==> src/rtl/pipe_skid_reg_pkg.sv <==
// Shared definitions for the pipeline skid register: occupancy states and
// the layout of the control bundle carried alongside each beat.
package pipe_pkg;

    typedef enum logic [1:0] {
        OCC_EMPTY = 2'd0,
        OCC_ONE   = 2'd1,
        OCC_TWO   = 2'd2
    } occ_e;

    localparam int ALUOP_W    = 3;
    localparam int CTRL_W_DEF = 10;

    // Bit offsets of each control field inside the bundle, ALUOp in the MSBs
    localparam int CTRL_REGWRITE = 0;
    localparam int CTRL_MEMTOREG = 1;
    localparam int CTRL_MEMREAD  = 2;
    localparam int CTRL_MEMWRITE = 3;
    localparam int CTRL_BRANCH   = 4;
    localparam int CTRL_ALUSRC   = 5;
    localparam int CTRL_REGDEST  = 6;
    localparam int CTRL_ALUOP    = 7;

endpackage

==> src/rtl/pipe_skid_reg_if.sv <==
// Valid/ready handshake bundle on both sides of a pipeline skid register.
interface pipe_skid_reg_if #(
    parameter int DATA_W    = 32,
    parameter int NUM_WORDS = 4,
    parameter int REG_W     = 5,
    parameter int NUM_REGS  = 2,
    parameter int CTRL_W    = pipe_pkg::CTRL_W_DEF
);
    logic                          in_valid;
    logic                          in_ready;
    logic [NUM_WORDS*DATA_W-1:0]   in_data;
    logic [NUM_REGS*REG_W-1:0]     in_regs;
    logic [CTRL_W-1:0]             in_ctrl;
    logic                          out_valid;
    logic                          out_ready;
    logic [NUM_WORDS*DATA_W-1:0]   out_data;
    logic [NUM_REGS*REG_W-1:0]     out_regs;
    logic [CTRL_W-1:0]             out_ctrl;

    // The stage itself
    modport slave (
        input  in_valid, in_data, in_regs, in_ctrl, out_ready,
        output in_ready, out_valid, out_data, out_regs, out_ctrl
    );

    // The surrounding pipeline driving and consuming beats
    modport master (
        output in_valid, in_data, in_regs, in_ctrl, out_ready,
        input  in_ready, out_valid, out_data, out_regs, out_ctrl
    );
endinterface

==> src/rtl/pipe_skid_reg_sat_counter.sv <==
// Up-counter that sticks at its all-ones value instead of wrapping.
module sat_counter #(
    parameter int CNT_W = 16
) (
    input  logic             clk,
    input  logic             reset,
    input  logic             inc,
    output logic [CNT_W-1:0] count
);
    logic [CNT_W-1:0] count_q;
    logic [CNT_W-1:0] count_d;

    always_comb begin
        count_d = count_q;
        if (inc && (count_q != {CNT_W{1'b1}})) begin
            count_d = count_q + 1'b1;
        end
    end

    always_ff @(posedge clk) begin
        if (!reset) begin
            count_q <= '0;
        end else begin
            count_q <= count_d;
        end
    end

    assign count = count_q;
endmodule

==> src/rtl/pipe_skid_reg.sv <==
// Two-entry pipeline stage register (head + skid) with registered in_ready,
// flush and a saturating stall counter.
module pipe_skid_reg
    import pipe_pkg::*;
#(
    parameter int DATA_W    = 32,
    parameter int NUM_WORDS = 4,
    parameter int REG_W     = 5,
    parameter int NUM_REGS  = 2,
    parameter int CTRL_W    = CTRL_W_DEF,
    parameter int CNT_W     = 16
) (
    input  logic             clk,
    input  logic             reset,
    input  logic             flush,
    pipe_skid_reg_if.slave   bus,
    output logic [CNT_W-1:0] stall_cnt
);
    localparam int DW = NUM_WORDS * DATA_W;
    localparam int RW = NUM_REGS * REG_W;

    localparam logic [1:0] ST_EMPTY = 2'(OCC_EMPTY);
    localparam logic [1:0] ST_ONE   = 2'(OCC_ONE);
    localparam logic [1:0] ST_TWO   = 2'(OCC_TWO);

    logic [1:0]        state_q,     state_d;
    logic              in_ready_q,  in_ready_d;
    logic              out_valid_q, out_valid_d;
    logic [DW-1:0]     head_data_q, head_data_d;
    logic [RW-1:0]     head_regs_q, head_regs_d;
    logic [CTRL_W-1:0] head_ctrl_q, head_ctrl_d;
    logic [DW-1:0]     skid_data_q, skid_data_d;
    logic [RW-1:0]     skid_regs_q, skid_regs_d;
    logic [CTRL_W-1:0] skid_ctrl_q, skid_ctrl_d;

    logic push;
    logic pop;

    assign push = bus.in_valid & in_ready_q;
    assign pop  = out_valid_q & bus.out_ready;

    always_comb begin
        state_d     = state_q;
        head_data_d = head_data_q;
        head_regs_d = head_regs_q;
        head_ctrl_d = head_ctrl_q;
        skid_data_d = skid_data_q;
        skid_regs_d = skid_regs_q;
        skid_ctrl_d = skid_ctrl_q;

        // Flush drops everything held and anything arriving this cycle
        if (flush) begin
            state_d     = ST_EMPTY;
            head_ctrl_d = '0;
            skid_ctrl_d = '0;
        end else begin
            case (state_q)
                ST_EMPTY: begin
                    if (push) begin
                        head_data_d = bus.in_data;
                        head_regs_d = bus.in_regs;
                        head_ctrl_d = bus.in_ctrl;
                        state_d     = ST_ONE;
                    end
                end
                ST_ONE: begin
                    if (push) begin
                        if (pop) begin
                            head_data_d = bus.in_data;
                            head_regs_d = bus.in_regs;
                            head_ctrl_d = bus.in_ctrl;
                        end else begin
                            skid_data_d = bus.in_data;
                            skid_regs_d = bus.in_regs;
                            skid_ctrl_d = bus.in_ctrl;
                            state_d     = ST_TWO;
                        end
                    end else if (pop) begin
                        head_ctrl_d = '0;
                        state_d     = ST_EMPTY;
                    end
                end
                ST_TWO: begin
                    if (pop) begin
                        head_data_d = skid_data_q;
                        head_regs_d = skid_regs_q;
                        head_ctrl_d = skid_ctrl_q;
                        state_d     = ST_ONE;
                    end
                end
                default: begin
                    state_d     = ST_EMPTY;
                    head_ctrl_d = '0;
                end
            endcase
        end

        out_valid_d = (state_d != ST_EMPTY);
        in_ready_d  = (state_d != ST_TWO);
    end

    always_ff @(posedge clk) begin
        if (!reset) begin
            state_q     <= ST_EMPTY;
            in_ready_q  <= 1'b1;
            out_valid_q <= 1'b0;
            head_data_q <= '0;
            head_regs_q <= '0;
            head_ctrl_q <= '0;
            skid_data_q <= '0;
            skid_regs_q <= '0;
            skid_ctrl_q <= '0;
        end else begin
            state_q     <= state_d;
            in_ready_q  <= in_ready_d;
            out_valid_q <= out_valid_d;
            head_data_q <= head_data_d;
            head_regs_q <= head_regs_d;
            head_ctrl_q <= head_ctrl_d;
            skid_data_q <= skid_data_d;
            skid_regs_q <= skid_regs_d;
            skid_ctrl_q <= skid_ctrl_d;
        end
    end

    assign bus.in_ready  = in_ready_q;
    assign bus.out_valid = out_valid_q;
    assign bus.out_data  = head_data_q;
    assign bus.out_regs  = head_regs_q;
    assign bus.out_ctrl  = out_valid_q ? head_ctrl_q : '0;

    sat_counter #(
        .CNT_W (CNT_W)
    ) u_stall_cnt (
        .clk   (clk),
        .reset (reset),
        .inc   (out_valid_q & ~bus.out_ready & ~flush),
        .count (stall_cnt)
    );
endmodule

==> src/flat_wrapper.sv <==
// flat-port wrapper written by rule: the top's interface ports become plain ports
module pipe_skid_reg_flat import pipe_pkg::*;
#(
    parameter int DATA_W    = 32,
    parameter int NUM_WORDS = 4,
    parameter int REG_W     = 5,
    parameter int NUM_REGS  = 2,
    parameter int CTRL_W    = CTRL_W_DEF,
    parameter int CNT_W     = 16
)
  (clk, reset, flush, stall_cnt, bus_in_valid, bus_in_data, bus_in_regs, bus_in_ctrl, bus_out_ready, bus_in_ready, bus_out_valid, bus_out_data, bus_out_regs, bus_out_ctrl);
  pipe_skid_reg_if #(.DATA_W(DATA_W), .NUM_WORDS(NUM_WORDS), .REG_W(REG_W), .NUM_REGS(NUM_REGS), .CTRL_W(CTRL_W)) bus_i ();
  input  logic clk;
  input  logic reset;
  input  logic flush;
  output logic [CNT_W-1:0] stall_cnt;
  input wire logic [$bits(bus_i.in_valid)-1:0] bus_in_valid;
  input wire logic [$bits(bus_i.in_data)-1:0] bus_in_data;
  input wire logic [$bits(bus_i.in_regs)-1:0] bus_in_regs;
  input wire logic [$bits(bus_i.in_ctrl)-1:0] bus_in_ctrl;
  input wire logic [$bits(bus_i.out_ready)-1:0] bus_out_ready;
  output wire logic [$bits(bus_i.in_ready)-1:0] bus_in_ready;
  output wire logic [$bits(bus_i.out_valid)-1:0] bus_out_valid;
  output wire logic [$bits(bus_i.out_data)-1:0] bus_out_data;
  output wire logic [$bits(bus_i.out_regs)-1:0] bus_out_regs;
  output wire logic [$bits(bus_i.out_ctrl)-1:0] bus_out_ctrl;
  assign bus_i.in_valid = bus_in_valid;
  assign bus_i.in_data = bus_in_data;
  assign bus_i.in_regs = bus_in_regs;
  assign bus_i.in_ctrl = bus_in_ctrl;
  assign bus_i.out_ready = bus_out_ready;
  assign bus_in_ready = bus_i.in_ready;
  assign bus_out_valid = bus_i.out_valid;
  assign bus_out_data = bus_i.out_data;
  assign bus_out_regs = bus_i.out_regs;
  assign bus_out_ctrl = bus_i.out_ctrl;
  pipe_skid_reg #(.DATA_W(DATA_W), .NUM_WORDS(NUM_WORDS), .REG_W(REG_W), .NUM_REGS(NUM_REGS), .CTRL_W(CTRL_W), .CNT_W(CNT_W)) u_core (.clk(clk), .reset(reset), .flush(flush), .bus(bus_i), .stall_cnt(stall_cnt));
endmodule
==> config.mk <==
export PLATFORM = sky130hd
export DESIGN_NAME = pipe_skid_reg_flat
export DESIGN_NICKNAME = d
export VERILOG_FILES = /design/src/rtl/pipe_skid_reg_pkg.sv /design/src/rtl/pipe_skid_reg_if.sv /design/src/rtl/pipe_skid_reg_sat_counter.sv /design/src/rtl/pipe_skid_reg.sv /design/src/flat_wrapper.sv
export SDC_FILE = /design/constraint.sdc
export NUM_CORES = 1
export LEC_CHECK = 0
export ABC_AREA = 1
export CAP_MARGIN = 20
export CELL_PAD_IN_SITES_DETAIL_PLACEMENT = 0
export CELL_PAD_IN_SITES_GLOBAL_PLACEMENT = 1
export CORE_ASPECT_RATIO = 1.2
export CORE_MARGIN = 2
export CORE_UTILIZATION = 36
export CTS_BUF_LIST = sky130_fd_sc_hd__clkbuf_8
export DETAILED_ROUTE_END_ITERATION = 8
export PLACE_DENSITY_LB_ADDON = 0.08
export SYNTH_ARGS = -nofsm -noshare
export SYNTH_HDL_FRONTEND = slang
export SYNTH_HIERARCHICAL = 1
export SYNTH_SLANG_ARGS = --single-unit
==> constraint.sdc <==
create_clock -name clk -period 2.3 [get_ports clk]
set_clock_uncertainty 0.2 [all_clocks]
set_input_delay 0.575 -clock clk [delete_from_list [all_inputs] [get_ports clk]]
set_output_delay 0.575 -clock clk [all_outputs]
set_load 0.03 [all_outputs]
==> results.md, run 1 <==
- Layout cell share with drive strength beyond 1: 6.77%
- Asr flop ratio synth: 0%
- Final hold vios: 0
- Max stage delay cell, worst path: dfxtp_1
- Top-Level Pins: 319
- Ys Warns: 6
- Reg2Reg Setup Slack: 0.35 ns
- # Post-CTS Setup Buffers: 0
- Synth Area in Compound Gates: 5.88%
- CTS Hold Bufs: 0
- DR vias: 14,000
- CTS Buffer Depth: 3
- DRT iter0 DRCs: 682
- Initial antenna violation count: 7
- Yosys top cell area share: 44.3%
- Mapped cell area: 14,300 um^2
- Unrepaired setup endpoints after global routing: false
- Max-slew violations: 0
- Critical-path cell list: dlygate4sd2_1
- Routed Antenna Nets: 0
- Number of synthesized flops with an enable pin: 0
- Routed wire per std cell: 13.5 um
- Post-synthesis sequential area ratio: 44.3%
- Largest cells by area after synthesis: dfxtp_1 (44%), nand2_1 (21%), nor2_1 (16%), inv_1 (4.0%), o21ai_1 (2.8%)
- Fmax: 0.449 GHz
- Syn nets: 2,408
- Total negative setup slack: 0 ns
- Setup CP Type: flip-flop to output pin
- DR pass1 iterations: 5
- Total power: 13.0 mW
- Xor and xnor fraction of the mapped netlist area: 0.0613%
- WL final: 42,200 um
- Die footprint: 41,300 um^2
- Count of different cell masters after synthesis: 29
- Hold Path Class: input port to flip-flop
- Total GRT Usage: 20.3%
- Area of the core: 38,900 um^2
- Synth Area in Adders: 0.0876%
- Number of global-route vias before repair: 13,200
- Final Setup Violations: 0
- Kind of cell adding the most delay to the critical path: flip-flops
- Ys flop type: dfxtp_1
- Max incr delay on CP: 0.43 ns
- Status: finished, final reports clean
- Nets: 2,715
- Fin crit share: 96.8%
- PwrDens: 684 nW/um^2
- Post-synthesis simple-gate area fraction: 40.0%
- Crit path required time: 1.52 ns
- Startpoint Class: flip-flop
- Util after Layout: 48.7%
- First-pass GRT wire length: 67,400 um
- Synth Register Bits: 316
- Via density per instance: 4.46
- CTS buffer count: 54
- Crit path DAT: 1.45 ns
- Syn Inst Count: 2,254
- VDD IR max: 381 uV
- H-tree Lvls: 2
- Area Growth Syn to Fin: 32.6%
- Worst path buffer plus inverter count: 1
- Clk_lat worst skew: 0.61 ns
- Setup crit end kind: output pin
- Largest family of logic cells by synthesized area: simple AND/OR/NAND/NOR gates
- CTS tree: built
- HPWL Detailed: 28,100 um
- Worst Tran Pin Value: 0.708 ns
- Initial Util: 36.7%
- Max-cap violation count: 0
- Largest net degree at the start of global routing: 83
- GPL Wtd Cong: 0.773
- Synth area leader: dfxtp_1
- Lkg Pwr: 9.89 nW
- Crit-path max FO: 6
- CTS root buf: clkbuf_8
- Die Y: 222 um
- Post-Syn Area per Cell: 6.34 um^2
- DIE WIDTH: 186 um
- I/O Buffers: 318
- Final Critical Period: 2.23 ns
- Slew headroom: 52.8%
- Clk slew on worst S/H paths: 0.06 ns
- Global route overflow: 0
- Hold WS: 0.182 ns
- Drt drc: 0
- Core Rows: 79
- Mux contribution to synthesized area: 0%
- Clock Sinks: 316
==> logic make-up (layout without fill, tap and decap cells) <==
kind of cell             after synthesis  in the layout
AO/OA/AOI/OAI                        168            168
XOR/XNOR                               1              1
adder cells (fa/ha/maj)                1              1
buffers and inverters                300            647
flip-flops                           316            316
other                                  0              4
AND/OR/NAND/NOR                     1468           1468
==> where the power goes <==
part / leakage [nW] / total, mW / internal, mW / switching [mW]
Sequential: 2.58 / 5.96 / 5.78 / 0.179
Combinational: 6.68 / 2.24 / 0.887 / 1.35
Clock: 0.626 / 4.77 / 2.49 / 2.28
==> per-stage QoR <==
stage	cell area, um^2	cells	setup slack, ns
final	18900	3131	0.0726
after global routing	18900	3131	0.00208
after CTS	18900	3127	0.00137
after detailed placement	18200	3031	-0.271
after global placement	18200	3031	-0.258
after floorplan	14300	2254	0.434
==> cells in the final DEF (no fill, tap or decap), types with 3 or more instances in the layout <==
master and instances:
buf_4 40, dlygate4sd2_1 152, dfxtp_1 316, nor2_4 9, inv_1 180, nor2_2 7, buf_2 10, clkdlybuf4s50_1 151
buf_12 25, o21ai_1 79, clkbuf_8 65, a21oi_1 29, nand2_2 5, clkinv_1 12, nand2_1 813, clkinv_2 3
o21ai_0 60, diode_2 4, nand3_1 33, nor2_1 591
==> per-layer routing <==
layer / wire (um) / global-route usage (%) / vias to the layer above
met4: 677 / 6.12 / 6
met2: 20100 / 34.6 / 317
met5: 43 / 0 / -
li1: - / - / 7372
met3: 2780 / 4.82 / 50
met1: 18700 / 25.1 / 6228
==> worst paths after layout <==
check,from,end,cells past startpoint
worst min-delay path,reset,u_core/u_stall_cnt/count[4],3
worst max register to register,u_core/state_q[0],u_core/bus.out_data[107],9
worst min register to register,u_core/skid_ctrl_q[0],u_core/skid_ctrl_q[0],2
worst max-delay path,u_core/u_stall_cnt/count[11],stall_cnt[11],1
==> sequential cells by signal, indices dropped and copies added, names as in the netlist <==
signal	cells
u_core/head_ctrl_q	10
u_core/bus.out_valid	1
u_core/u_stall_cnt/count	16
u_core/skid_ctrl_q	10
u_core/bus.out_data	128
u_core/skid_regs_q	10
u_core/bus.out_regs	10
u_core/skid_data_q	128
u_core/state_q	2
u_core/bus.in_ready	1
==> final cells by class <==
type | instances | area, um^2
clock buffer | 64 | 881
timing repair buffer | 384 | 3750
sequential | 316 | 6330
fill | 4132 | 20000
tap | 526 | 658
multi-input combinational | 1638 | 6570
inverter | 167 | 632
clock inverter | 32 | 124
antenna | 4 | 10.0
==> cell usage after synthesis, types with 2 or more instances <==
cell type and n:
a21oi_1 29, buf_2 56, buf_4 19, buf_6 13
clkbuf_1 43, clkinv_1 12, dfxtp_1 316, inv_1 151
inv_2 4, nand2_1 813, nand2_2 5, nand2_4 2
nand3_1 33, nand4_1 2, nor2_1 591, nor2_2 7
nor2_4 9, o21ai_0 60, o21ai_1 79
==> what timing repair did <==
| action | in CTS | in global routing |
|---|---|---|
| pin swaps | 0 | 0 |
| setup endpoints to repair | 166 | 4 |
| hold endpoints to repair | 0 | 0 |
| cloned | 0 | 0 |
| resized for setup | 208 | 5 |
Note: power is estimated with default switching activity, not from simulation.
==> inputs of run 2 (changes only) <==
--- a/config.mk
+++ b/config.mk
@@ -10,7 +10,7 @@
 export CELL_PAD_IN_SITES_DETAIL_PLACEMENT = 0
 export CELL_PAD_IN_SITES_GLOBAL_PLACEMENT = 1
 export CORE_ASPECT_RATIO = 1.2
-export CORE_MARGIN = 2
+export CORE_MARGIN = 1
 export CORE_UTILIZATION = 36
 export CTS_BUF_LIST = sky130_fd_sc_hd__clkbuf_8
 export DETAILED_ROUTE_END_ITERATION = 8
==> run 2 against run 1 <==
Compared with the run above:
- sequential share of layout area is 0.21 points lower
- register-to-register slack worse by 0.02 ns
- power is 1.1% higher
==> results.md, run 2 (synthesis gave the netlist of run 1 again) <==
- Routed Antenna Nets: 0
- PnR worst setup slack: 0.0912 ns
- WL final: 41,700 um
- Area Growth Syn to Fin: 33.5%
- Layout cell share with drive strength beyond 1: 7.19%
- PwrDens: 688 nW/um^2
- Area of the core: 38,900 um^2
- Startpoint Class: flip-flop
- H-tree Lvls: 2
- Clk slew on worst S/H paths: 0.06 ns
- Fillers: 4,209
- Total negative setup slack: 0 ns
- Sw frac: 29.2%
- Final hold vios: 0
- Largest net degree at the start of global routing: 109
- Global route overflow: 0
- GPL Wtd Cong: 0.796
- VDD IR max: 385 uV
- Worst path buffer plus inverter count: 1
- Max-slew violations: 0
- P_int: 9.29 mW
- Fin area: 19,100 um^2
- Clock share of power: 37.6%
- Fmax: 0.453 GHz
- Pre-CTS setup slack: -0.157 ns
- Most frequent cells in the layout: nand2_1 (813), nor2_1 (591), dfxtp_1 (316), inv_1 (170), clkdlybuf4s50_1 (151)
- Combinational Power Share: 17.0%
- Kind of cell adding the most delay to the critical path: buffers and inverters
- Crit-path max FO: 5
- Reg area: 6330 um^2
- Total GRT Usage: 20.7%
- Via density per instance: 4.45
- Setup crit end kind: output pin
- Max stage delay cell, worst path: dlygate4sd2_1
- Die footprint: 40,500 um^2
- Hold Path Class: input port to flip-flop
- CTS root buf: clkbuf_8
- DR vias: 13,900
- Initial antenna violation count: 6
- Commonest non-fill, non-tap cell in the layout: nand2_1
- CTS tree: built
- Hold WS: 0.143 ns
- Max-cap violation count: 0
- Status: finished, final reports clean
- Final Setup Violations: 0
- Setup CP Type: flip-flop to output pin
- Reg power frac: 45.4%
- HPWL Detailed: 27,700 um
- Initial Util: 36.7%
- DIE WIDTH: 184 um
- Critical-path cell list: dlygate4sd2_1
- Final Critical Period: 2.21 ns
- Worst Tran Pin Value: 0.571 ns
- CTS Buffer Depth: 3
- Placed Area: 18,300 um^2
- Clk_lat worst skew: 0.60 ns
- Fin crit share: 96.0%
- CTS buffer count: 55
- Unrepaired setup endpoints after global routing: false
- Crit path required time: 1.52 ns
- Multi-input gate area: 6570 um^2
- Routed wire per std cell: 13.3 um
- Crit path DAT: 1.43 ns
- DR pass1 iterations: 6
- Die Y: 220 um
- Number of global-route vias before repair: 12,900
- Top-Level Pins: 319
- Clock Sinks: 316
- DRT iter0 DRCs: 657
- Non-Filler Instances: 3,130
- Slew headroom: 61.9%
- Switch Pwr: 3.83 mW
- Placed cell count: 3,034
- Nets: 2,719
- Max incr delay on CP: 0.43 ns
- Drt drc: 0
- Lkg Pwr: 9.88 nW
- Core Rows: 79
- First-pass GRT wire length: 67,200 um
- I/O Buffers: 318
- # Post-CTS Setup Buffers: 0
## run 2: path summary, 6_finish.rpt
| kind | cells after the start | endpoint | slack, ns | startpoint |
|---|---|---|---|---|
| worst min register to register | 2 | u_core/skid_ctrl_q[7] | 0.26 | u_core/skid_ctrl_q[7] |
| worst min-delay path | 3 | u_core/bus.out_data[124] | 0.14 | reset |
| worst max-delay path | 1 | stall_cnt[12] | 0.09 | u_core/u_stall_cnt/count[12] |
| worst max register to register | 8 | u_core/bus.out_valid | 0.33 | u_core/state_q[1] |
## run 2: timing repair
action	4_1_cts	5_1_grt
hold buffers	0	0
gates resized for setup	208	11
endpoints found under the setup margin	166	9
## run 2: per-layer routing
metal | part of all wire (%) | global-route usage [%] | wire (um) | up-vias
met5 | 0.14 | 0 | 57 | -
met4 | 2.2 | 6.53 | 927 | 8
met3 | 7.1 | 5.30 | 2960 | 66
met2 | 46 | 34.6 | 19100 | 346
met1 | 45 | 26.0 | 18600 | 6121
li1 | - | - | - | 7377
## run 2: metrics by stage
stage / power, mW / util [%]
floorplan: 7.37 / -
CTS: 13.3 / 48.9
global route: 13.8 / 49.0
finish: 13.1 / 49.0
global placement: 8.47 / 46.9
detailed placement: 8.48 / 46.9
## run 2: cell type report
type | instances | area share [%]
multi-input combinational | 1638 | 34.5
clock inverter | 25 | 0.531
tap | 526 | 3.45
inverter | 167 | 3.31
timing repair buffer | 387 | 20.1
antenna | 3 | 0.0394
sequential | 316 | 33.2
clock buffer | 68 | 4.91
## run 2: power by group through the flow
stage          clock [mW]  combinational, mW  sequential, mW
2_1_floorplan           0              0.898            6.47
3_3_place_gp            0               2.39            6.08
3_5_place_dp            0               2.40            6.08
4_1_cts              5.12               2.25            5.96
5_1_grt              5.38               2.47            5.99
6_report             4.94               2.22            5.95
==> inputs of run 3 (changes only) <==
--- a/config.mk
+++ b/config.mk
@@ -10,7 +10,6 @@
 export CELL_PAD_IN_SITES_DETAIL_PLACEMENT = 0
 export CELL_PAD_IN_SITES_GLOBAL_PLACEMENT = 1
 export CORE_ASPECT_RATIO = 1.2
-export CORE_MARGIN = 1
 export CORE_UTILIZATION = 36
 export CTS_BUF_LIST = sky130_fd_sc_hd__clkbuf_8
 export DETAILED_ROUTE_END_ITERATION = 8
==> results of run 3 <==
No change in the layout: final DEF, timing and power equal those of run 2.
==> RTL change 1: new RTL, settings of run 2 <==
Take the reset off `skid_data_q` and load it in a clocked block of its own.
--- a/src/rtl/pipe_skid_reg.sv
+++ b/src/rtl/pipe_skid_reg.sv
@@ -107,7 +107,6 @@
             head_data_q <= '0;
             head_regs_q <= '0;
             head_ctrl_q <= '0;
-            skid_data_q <= '0;
             skid_regs_q <= '0;
             skid_ctrl_q <= '0;
         end else begin
@@ -117,10 +116,13 @@
             head_data_q <= head_data_d;
             head_regs_q <= head_regs_d;
             head_ctrl_q <= head_ctrl_d;
-            skid_data_q <= skid_data_d;
             skid_regs_q <= skid_regs_d;
             skid_ctrl_q <= skid_ctrl_d;
         end
+    end
+
+    always_ff @(posedge clk) begin
+        skid_data_q <= skid_data_d;
     end
 
     assign bus.in_ready  = in_ready_q;
Check against the original RTL: not settled (the Yosys comparison gave no result); the edit may change what the design does.
==> RTL change 1 against run 2 <==
Total power rose by 1.1%; critical path type unchanged; area after synthesis fell by 3.8%; sequential cell count did not move; design area fell by 3.1%; wire length fell by 9.4%; die area fell by 3.7%; setup slack improved by 4.9 ps; global-route usage fell by 1.3 points.
==> RTL change 1: results <==
[place]
gp_congestion = 0.811
dpl.hpwl_um = 24200

[synthesis]
synthTopCellsByCount = "814 x nand2_1, 345 x nor2_1, 188 x dfxtp_1"
synth_nets = 2011
ys_seq_area_share_pct = 55.3
synth_area_leaders = "edfxtp_1 28%, dfxtp_1 27%, nand2_1 22%, nor2_1 9.4%, inv_1 5.0%"
synth_cells = 1857
synth-edff-count = 128

[power_and_ir_drop]
ir_worst_vdd_uv = 411
cellLeakagePower_nw = 9.25
p_comb_share_pct = 14.4
pg_clk_mw = 5.16
p_sw_share_pct = 27.5
power_density_mw_per_mm2 = 718

[sta]
tightest_slew_ps = 806
whs_ps = 129

[drt]
drt_iter0_drc = 531
avgRoutedWirePerCell_um = 13.9
wl_met3_um = 2580
wl_met1_um = 16800
viasPerCell = 4.43
wl_met2_um = 17400

[worst_setup_path]
rrSetupSlack_ps = 280
crit_path_top_delay_cell = "dfxtp_1"
crit_family = "flip-flops"
r2r_cells = 6
critPathLaunch = "u_core/u_stall_cnt/count[9]"
reg2reg_from = "u_core/state_q[0]"
endpoint = "stall_cnt[9]"
r2r_end = "u_core/head_ctrl_q[5]"

[global_route]
grt.total_usage_pct = 19.4
grt_pass1_wl_um = 60800
grt_use_met3_pct = 5.26
grt_start_max_net_pins = 103
grt_use_met2_pct = 32.0
grt_pass1_vias = 11300
gr-usage-met1_pct = 24.6

[status]
status = "finished clean"

[finish]
final_nets = 2336
fin_cells = 2709
drive_gt1_share_pct = 6.87
[RTL change 1: cell count changes in the layout (fill, tap and decap cells not counted), sizes merged, moves of 2 or more]
cell,change
inv,+34
buf,-26
bufinv,+2
nor2,-249
clkbuf,-4
dlygate4sd2,+6
o21ai,-129
nand3,+3
edfxtp,+128
dfxtp,-128
clkinv,-6
clkdlybuf4s15,-5
diode,-2
[RTL change 1: cell type report]
type	instances	area [sq um]
well taps	480	601
flip-flops and latches	316	7610
multi-input cells	1263	4990
clock buffers	66	908
diodes	1	2.50
fillers	3842	19300
repair buffers	360	3450
clock inverters	37	204
inverters	186	701
[RTL change 1: how the worst min path moves through the flow]
stage                     cells past startpoint                      endpoint
final                                         3       u_core/bus.out_data[38]
after global routing                          3  u_core/u_stall_cnt/count[14]
after CTS                                     3       u_core/bus.out_data[38]
after detailed placement                      2         u_core/skid_ctrl_q[3]
after global placement                        2         u_core/skid_ctrl_q[1]
after floorplan                               2         u_core/skid_ctrl_q[0]
[RTL change 1: worst min-delay path: cells and delay by family]
kind / cells / cell delay, ps
AND/OR/NAND/NOR: 2 / 120
buffers and inverters: 1 / 180
[RTL change 1: stage by stage]
| step | TNS [ps] | instance area, sq um | setup WS (ps) |
|---|---|---|---|
| after floorplan | 0 | 13800 | 46.3 |
| after global placement | -33940 | 17600 | -174 |
| after detailed placement | -39330 | 17600 | -192 |
| after CTS | 0 | 18500 | 8.08 |
| after global routing | 0 | 18500 | 5.99 |
| final | 0 | 18500 | 96.1 |
[RTL change 1: logic make-up after synthesis]
group	Yosys count	synth area share (%)
adder cells (fa/ha/maj)	1	0.0910
AND/OR/NAND/NOR	1224	34.7
flip-flops	316	55.3
buffers and inverters	278	8.46
AO/OA/AOI/OAI	38	1.38
==> RTL change 2: new RTL, flow settings as in run 2 <==
Made on the original files. `DATA_W` is set to 32 in 3 places; all go to 36.
--- a/src/rtl/pipe_skid_reg_if.sv
+++ b/src/rtl/pipe_skid_reg_if.sv
@@ -1,6 +1,6 @@
 // Valid/ready handshake bundle on both sides of a pipeline skid register.
 interface pipe_skid_reg_if #(
-    parameter int DATA_W    = 32,
+    parameter int DATA_W    = 36,
     parameter int NUM_WORDS = 4,
     parameter int REG_W     = 5,
     parameter int NUM_REGS  = 2,
--- a/src/rtl/pipe_skid_reg.sv
+++ b/src/rtl/pipe_skid_reg.sv
@@ -3,7 +3,7 @@
 module pipe_skid_reg
     import pipe_pkg::*;
 #(
-    parameter int DATA_W    = 32,
+    parameter int DATA_W    = 36,
     parameter int NUM_WORDS = 4,
     parameter int REG_W     = 5,
     parameter int NUM_REGS  = 2,
--- a/src/flat_wrapper.sv
+++ b/src/flat_wrapper.sv
@@ -1,7 +1,7 @@
 // flat-port wrapper written by rule: the top's interface ports become plain ports
 module pipe_skid_reg_flat import pipe_pkg::*;
 #(
-    parameter int DATA_W    = 32,
+    parameter int DATA_W    = 36,
     parameter int NUM_WORDS = 4,
     parameter int REG_W     = 5,
     parameter int NUM_REGS  = 2,
Interface: changed (resized bus_in_data and bus_out_data); port bits go from 319 to 351. The function was not compared with the original's and may differ.
==> RTL change 2 against run 2 <==
Design area grew 8.5%; area after synthesis grew 8.8%; total power grew 11%; non-clock buffer count grew 20; sequential cell count grew 32; utilization shrank 0.49 points; global-route usage grew 0.46 points; final cell count grew 8.6%; critical path depth is the same; largest power group unchanged; wire length grew 12%; setup slack lost 40 ps; highest routed layer unchanged; synthesized cell count grew 9.8%.
==> RTL change 2: results <==
[place]
dpl.hpwl_um = 30100
portBuffers = 350
gp_congestion = 0.802

[worst_setup_path]
r2r_cells = 10
critPathLaunch = "u_core/bus.out_data[120]"
rrSetupSlack_ps = 360
endpoint = "bus_out_data[120]"
r2r_end = "u_core/bus.out_data[74]"

[sta]
tightest_slew_ps = 578

[global_route]
grt_start_max_net_pins = 110
grt_use_met3_pct = 5.74
gr-usage-met1_pct = 26.1
grt_pass1_vias = 14300

[drt]
viasPerCell = 4.50
firstDrtPassIters = 5
avgRoutedWirePerCell_um = 13.7
drt_iter0_drc = 733

[clocking]
clk_latency_ps = 660

[synthesis]
synth_area_leaders = "dfxtp_1 45%, nand2_1 22%, nor2_1 16%, inv_1 4.3%, o21ai_0 3.1%"
synth_nets = 2645
synthTopCellsByCount = "894 x nand2_1, 656 x nor2_1, 348 x dfxtp_1"

[power_and_ir_drop]
p_sw_share_pct = 29.2
cellLeakagePower_nw = 10.7

[finish]
drive_gt1_share_pct = 6.62
fill_cells = 4471

[status]
status = "finished clean"
-- RTL change 2: cell type report --
cell class | count | area [sq um] | area share, %
Antenna cell | 10 | 25.0 | 0.121
Clock buffer | 74 | 1020 | 4.92
Clock inverter | 28 | 139 | 0.671
Inverter | 183 | 694 | 3.36
Multi-Input combinational cell | 1798 | 7180 | 34.7
Sequential cell | 348 | 6970 | 33.7
Tap cell | 552 | 691 | 3.34
Timing Repair Buffer | 407 | 3970 | 19.2
-- RTL change 2: logic make-up (layout without fill, tap and decap cells) --
family | count (synthesis) | count (layout) | share of synthesized area (%)
and+or+nand+nor | 1612 | 1612 | 40.0
other | 0 | 10 | 0
DFF | 348 | 348 | 44.8
buffers and inverters | 329 | 692 | 9.10
xor gates and xnor gates | 1 | 1 | 0.0563
AOI/OAI and AO/OA | 184 | 184 | 5.92
adders and majority gates | 1 | 1 | 0.0805
-- RTL change 2: stage by stage --
stage	instances	setup WS (ps)	utilization, %
floorplan	2475	434	-
global placement	3288	-108	46.3
detailed placement	3288	-138	46.3
CTS	3390	0.392	48.4
global route	3398	-8.69	48.5
finish	3400	51.2	48.5
-- RTL change 2: repair_timing --
item / CTS / global route
setup buffers: 0 / 0
endpoints found under the hold margin: 0 / 0
gates resized for setup: 247 / 16
endpoints found under the setup margin: 182 / 13
-- RTL change 2: per-layer routing --
metal | up-vias | wire [um]
met5 | - | 87
met4 | 14 | 1470
met3 | 97 | 3460
met2 | 372 | 21100
met1 | 6740 | 20600
li1 | 8064 | -
-- RTL change 2: power groups by stage --
stage,clock network (mW),logic (mW),registers [mW]
after floorplan,0,0.972,7.14
after global placement,0,2.59,6.70
after detailed placement,0,2.61,6.70
after CTS,5.73,2.45,6.56
after global routing,5.99,2.68,6.60
final,5.53,2.42,6.56
